$ cat config.mk
export PLATFORM = sky130hd
export DESIGN_NAME = data_ram_rd_arbiter
export DESIGN_NICKNAME = d
export VERILOG_FILES = /design/src/rtl/data_ram_rd_arbiter.sv
export SDC_FILE = /design/constraint.sdc
export NUM_CORES = 1
export LEC_CHECK = 0
export ABC_AREA = 1
export BUFFER_PORTS_ARGS = -buffer_cell sky130_fd_sc_hd__buf_2
export CAP_MARGIN = 20
export CORE_ASPECT_RATIO = 0.8
export CORE_UTILIZATION = 34
export CTS_CLUSTER_DIAMETER = 100
export DETAILED_ROUTE_END_ITERATION = 10
export PLACE_DENSITY = 0.78
export RECOVER_POWER = 50
export SYNTH_ARGS = -nofsm -noshare
export SYNTH_HDL_FRONTEND = slang
export SYNTH_SLANG_ARGS = --single-unit
$ cat constraint.sdc
create_clock -name clk -period 1.1 [get_ports clk]
set_clock_uncertainty 0.2 [all_clocks]
set_input_delay 0.165 -clock clk [delete_from_list [all_inputs] [get_ports clk]]
set_output_delay 0.165 -clock clk [all_outputs]
set_load 0.05 [all_outputs]
$ cat src/rtl/data_ram_rd_arbiter.sv
// data_ram_rd_arbiter: shares the single read port of the data RAM between
// the STP (0), EVP (1) and EVB (2) instruction engines. Each accepted read
// takes an ISSUE cycle (grant + RAM read enable) and a CAPTURE cycle (data
// returned to the owner). The next winner is picked while capturing, so
// reads can follow each other every two cycles.
// Build option: define DATA_ARB_RR_EN for round-robin arbitration; without
// it the arbitration is fixed priority 0 > 1 > 2.
module data_ram_rd_arbiter #(
  parameter int word_size   = 16,
  parameter int buffer_size = 1024,
  localparam int AW         = $clog2(buffer_size)
) (
  input  logic                 clk,
  input  logic                 rst,
  input  logic                 rst_instr,
  input  logic [2:0]           req,
  input  logic [AW-1:0]        addr_0,
  input  logic [AW-1:0]        addr_1,
  input  logic [AW-1:0]        addr_2,
  output logic [2:0]           gnt,
  output logic [2:0]           rvalid,
  output logic [word_size-1:0] rdata,
  output logic                 ram_rd_en,
  output logic [AW-1:0]        ram_rd_addr,
  input  logic [word_size-1:0] ram_q,
  output logic                 busy
);

  typedef enum logic [1:0] {
    S_IDLE,
    S_ISSUE,
    S_CAPTURE
  } state_t;

  state_t          r_state;
  logic [1:0]      r_win;
  logic [AW-1:0]   r_addr;
  logic [2:0]      r_gnt;
  logic [2:0]      r_rvalid;
  logic            r_rd_en;
  logic            r_busy;

  logic            w_any;
  logic [1:0]      w_sel;
  logic [AW-1:0]   w_sel_addr;
  logic            w_accept;

  assign w_any    = |req;
  // A new winner is taken only from IDLE or CAPTURE, never during ISSUE.
  assign w_accept = w_any && (r_state != S_ISSUE);

`ifdef DATA_ARB_RR_EN
  logic [1:0] r_ptr;
  logic [2:0] w_sum;
  logic [1:0] w_cand;
  logic       w_found;

  // Round-robin search starting at the pointer: p, p+1, p+2 (mod 3).
  always_comb begin
    w_sel   = '0;
    w_sum   = '0;
    w_cand  = '0;
    w_found = 1'b0;
    for (int unsigned k = 0; k < 3; k++) begin
      w_sum  = {1'b0, r_ptr} + 3'(k);
      w_cand = (w_sum >= 3'd3) ? 2'(w_sum - 3'd3) : w_sum[1:0];
      if (!w_found && req[w_cand]) begin
        w_sel   = w_cand;
        w_found = 1'b1;
      end
    end
  end

  // Pointer moves past the winner when its read is issued; an instruction
  // flush leaves it alone so fairness survives RST commands.
  always_ff @(posedge clk) begin
    if (!rst) begin
      r_ptr <= '0;
    end else if (rst_instr && w_accept) begin
      r_ptr <= (w_sel == 2'd2) ? 2'd0 : w_sel + 2'd1;
    end
  end
`else
  // Fixed priority: requester 0 first, then 1, then 2.
  always_comb begin
    if (req[0])      w_sel = 2'd0;
    else if (req[1]) w_sel = 2'd1;
    else             w_sel = 2'd2;
  end
`endif

  // Address of the selected requester, latched on acceptance.
  always_comb begin
    case (w_sel)
      2'd0:    w_sel_addr = addr_0;
      2'd1:    w_sel_addr = addr_1;
      default: w_sel_addr = addr_2;
    endcase
  end

  // Read FSM with registered grant, read enable, valid and busy outputs.
  always_ff @(posedge clk) begin
    if (!rst || !rst_instr) begin
      r_state  <= S_IDLE;
      r_win    <= '0;
      r_addr   <= '0;
      r_gnt    <= '0;
      r_rvalid <= '0;
      r_rd_en  <= 1'b0;
      r_busy   <= 1'b0;
    end else begin
      case (r_state)
        S_ISSUE: begin
          r_state  <= S_CAPTURE;
          r_gnt    <= '0;
          r_rd_en  <= 1'b0;
          r_rvalid <= 3'b001 << r_win;
          r_busy   <= 1'b1;
        end
        default: begin
          r_rvalid <= '0;
          if (w_accept) begin
            r_state <= S_ISSUE;
            r_win   <= w_sel;
            r_addr  <= w_sel_addr;
            r_gnt   <= 3'b001 << w_sel;
            r_rd_en <= 1'b1;
            r_busy  <= 1'b1;
          end else begin
            r_state <= S_IDLE;
            r_gnt   <= '0;
            r_rd_en <= 1'b0;
            r_busy  <= 1'b0;
          end
        end
      endcase
    end
  end

  assign gnt         = r_gnt;
  assign rvalid      = r_rvalid;
  assign ram_rd_en   = r_rd_en;
  assign ram_rd_addr = r_addr;
  assign busy        = r_busy;
  assign rdata       = (|r_rvalid) ? ram_q : '0;

endmodule

==> impl_metrics.csv <==
group,metric,value,unit
outcome,status,"finished with violations",
outcome,violations,"setup timing",
finish,regArea,454,um2
floorplan,initial_core_util,0.367,
routing,firstDrtPassIters,4,
timing,setup_viol,42,
floorplan,die_w,64.1,um
global_routing,grt_use_total,0.195,
logic_synthesis,synthesis.nets,216,
setup_path,cp_top_family,"buffers and inverters",
clocking,clk_latency,0.25,ns
clocking,cts_num_sinks,21,
setup_path,path_buf_inv,2,
setup_path,slowest_delay,0.35,ns
clocking,clk_pin_slew,0.07,ns
setup_path,cp_cell_sequence,"nor3_4, buf_12, nor2_2, buf_6",
power_and_ir_drop,power.density,882,mW/mm2
finish,syn_to_final_growth,103,%
logic_synthesis,synthCells,164,
finish,nets,316,
floorplan,die_h,51.6,um
floorplan,rows,17,
power_and_ir_drop,peakVddDrop,0.452,mV
setup_path,crit_path_start_kind,"flip-flop",
finish,drive_gt1_frac,0.631,
setup_path,path_max_fanout,16,
setup_path,crit_path_top_delay_cell,"dfxtp_4",
routing,routed_wl,3240,um
timing,relSlewSlack,0.825,
setup_path,required,0.73,ns
timing,hold_violations,0,
power_and_ir_drop,p_leak,0.00113,uW
routing,drcViolationCount,0,
logic_synthesis,avgSynthCellArea,6.39,um2
timing,clock.fmax,0.622,GHz
clocking,cts_tree,"built",
logic_synthesis,synth_area,0.00105,mm2
timing,period_share,1.46,
logic_synthesis,yosysTopAreaCell,"dfxtp_1",
setup_path,arrival,1.24,ns
floorplan,core_area,0.00285,mm2
clocking,htree_levels,1,
finish,num_antenna_cells,0,
run,max_cap_viol_count,0,
timing,worstMarginPinSlew,0.261,ns
floorplan,dieArea,0.00331,mm2
logic_synthesis,yosysTopAreaCellShare,0.401,
timing,rsz0062_at_grt,"yes",
global_routing,globalRouteOverflowTotal,0,
finish,final_util,0.746,
finish,layout.cells.non_filler,301,
routing,dr.first_iter.drc_count,4,
setup_path,end_kind,"output pin",
global_routing,grt_pass1_vias,1233,
timing,fin_ws,-0.508,ns
clocking,clockRootBuffer,"clkbuf_8",
floorplan,num_io_pins,86,
logic_synthesis,yosysWarnings,0,
routing,drtAntennaViolNets,0,
placed_design,dpl.cell_count,292,
finish,n_fill_cell,207,
clocking,cts_made_buffers,3,
logic_synthesis,yosys_register_bits,21,
global_routing,antenna_found_initial,0,
timing,final_max_slew_viol_count,0,
placed_design,routabilityCongestion,0.744,
finish,multi_input_area,636,um2
routing,via_per_inst,4.56,
routing,wl_per_cell,10.8,um
logic_synthesis,ys_types,14,
global_routing,grt_pass1_wl,5000,um
logic_synthesis,synth_area_leaders,"dfxtp_1, nand2_1, nand3_1",
global_routing,grt_max_degree,17,
routing,vias,1374,
logic_synthesis,synth_seq_area_share,0.401,
hold_path,hp-class,"input port to flip-flop",
placed_design,port_buffers,85,
placed_design,dp_hpwl,2270,um
setup_path,critPathKind,"flip-flop to output pin",
clocking,cts_max_path_buffers,2,
timing,min_period,1.61,ns
worst min-delay path, cell delays in order:
cell	delay (ns)
buf_2	0.07
nand2_1	0.04
nand3_1	0.07
nand2_2	0.05
nand2_1	0.04
routing by layer:
| layer | vias up | global-route usage | part of all wire |
|---|---|---|---|
| met1 | 598 | 0.212 | 0.37 |
| li1 | 699 | - | - |
| met5 | - | 0 | 0 |
| met2 | 73 | 0.356 | 0.51 |
| met3 | 4 | 0.0658 | 0.10 |
| met4 | 0 | 0.0682 | 0.0087 |
worst paths after layout:
path	from	to	slack (ns)	depth (start not counted)
setup / recovery	rvalid[2]	rdata[3]	-0.51	4
hold / removal	addr_2[4]	ram_rd_addr[4]	0.01	5
hold reg to reg	r_win[1]	rvalid[2]	0.26	2
setup reg to reg	r_state[1]	ram_rd_addr[1]	-0.08	7
cell usage after synthesis (all sizes together):
master	count
a21oi	1
buf	8
dfxtp	21
nand3	34
nor4	1
inv	26
nor2	22
nand2	49
nor3	2
power by group:
| group | total (uW) | leakage (uW) | switching (uW) | internal [uW] |
|---|---|---|---|---|
| Combinational | 575 | 0.000925 | 328 | 247 |
| Sequential | 810 | 0.000181 | 23.5 | 786 |
| Clock | 490 | 0.0000228 | 232 | 257 |
| Total | 1870 | 0.00113 | 584 | 1290 |
final cells by class:
| type | instances | share of cell area |
|---|---|---|
| tap | 38 | 0.0224 |
| multi-input combinational | 109 | 0.299 |
| timing repair buffer | 103 | 0.398 |
| sequential | 21 | 0.214 |
| clock buffer | 4 | 0.0212 |
| inverter | 26 | 0.0459 |
kinds of logic after synthesis:
family | count (synthesis) | synth area share
buffers and inverters | 34 | 0.136
and+or+nand+nor | 108 | 0.458
DFF | 21 | 0.401
AOI/OAI and AO/OA | 1 | 0.00477
state kept, by name (all words and copies together) (netlist names):
signal and cells:
gnt 3, ram_rd_en 1, ram_rd_addr 10, r_win 2, rvalid 3, busy 1
r_state 1
stage by stage:
stage	setup TNS [ns]	area, um2	power, uW	worst slack, ns	hold slack [ns]
after floorplan	-6.25	1180	1120	-0.389	0.114
after global routing	-11.50	2130	1980	-0.578	0.00783
after detailed placement	-4.73	1700	1290	-0.274	0.249
final	-9.12	2130	1870	-0.508	0.0117
after global placement	-4.30	1700	1280	-0.254	0.242
after CTS	-8.66	2040	1840	-0.535	0.00498
repair_timing:
action	4_1_cts	5_1_grt
hold endpoints to repair	0	1
hold buffers	0	1
setup buffers	2	2
pin swaps	2	2
gates resized for setup	95	23
endpoints found under the setup margin	44	50
layout by cell type, fill, tap and decap left out, drive strengths merged:
cell type / count
buf: 102
nand2: 49
nand3: 34
inv: 26
nor2: 22
dfxtp: 21
clkbuf: 4
nor3: 2
nor4: 1
a21oi: 1
dlygate4sd3: 1
Power figures use the tool's default switching activity.
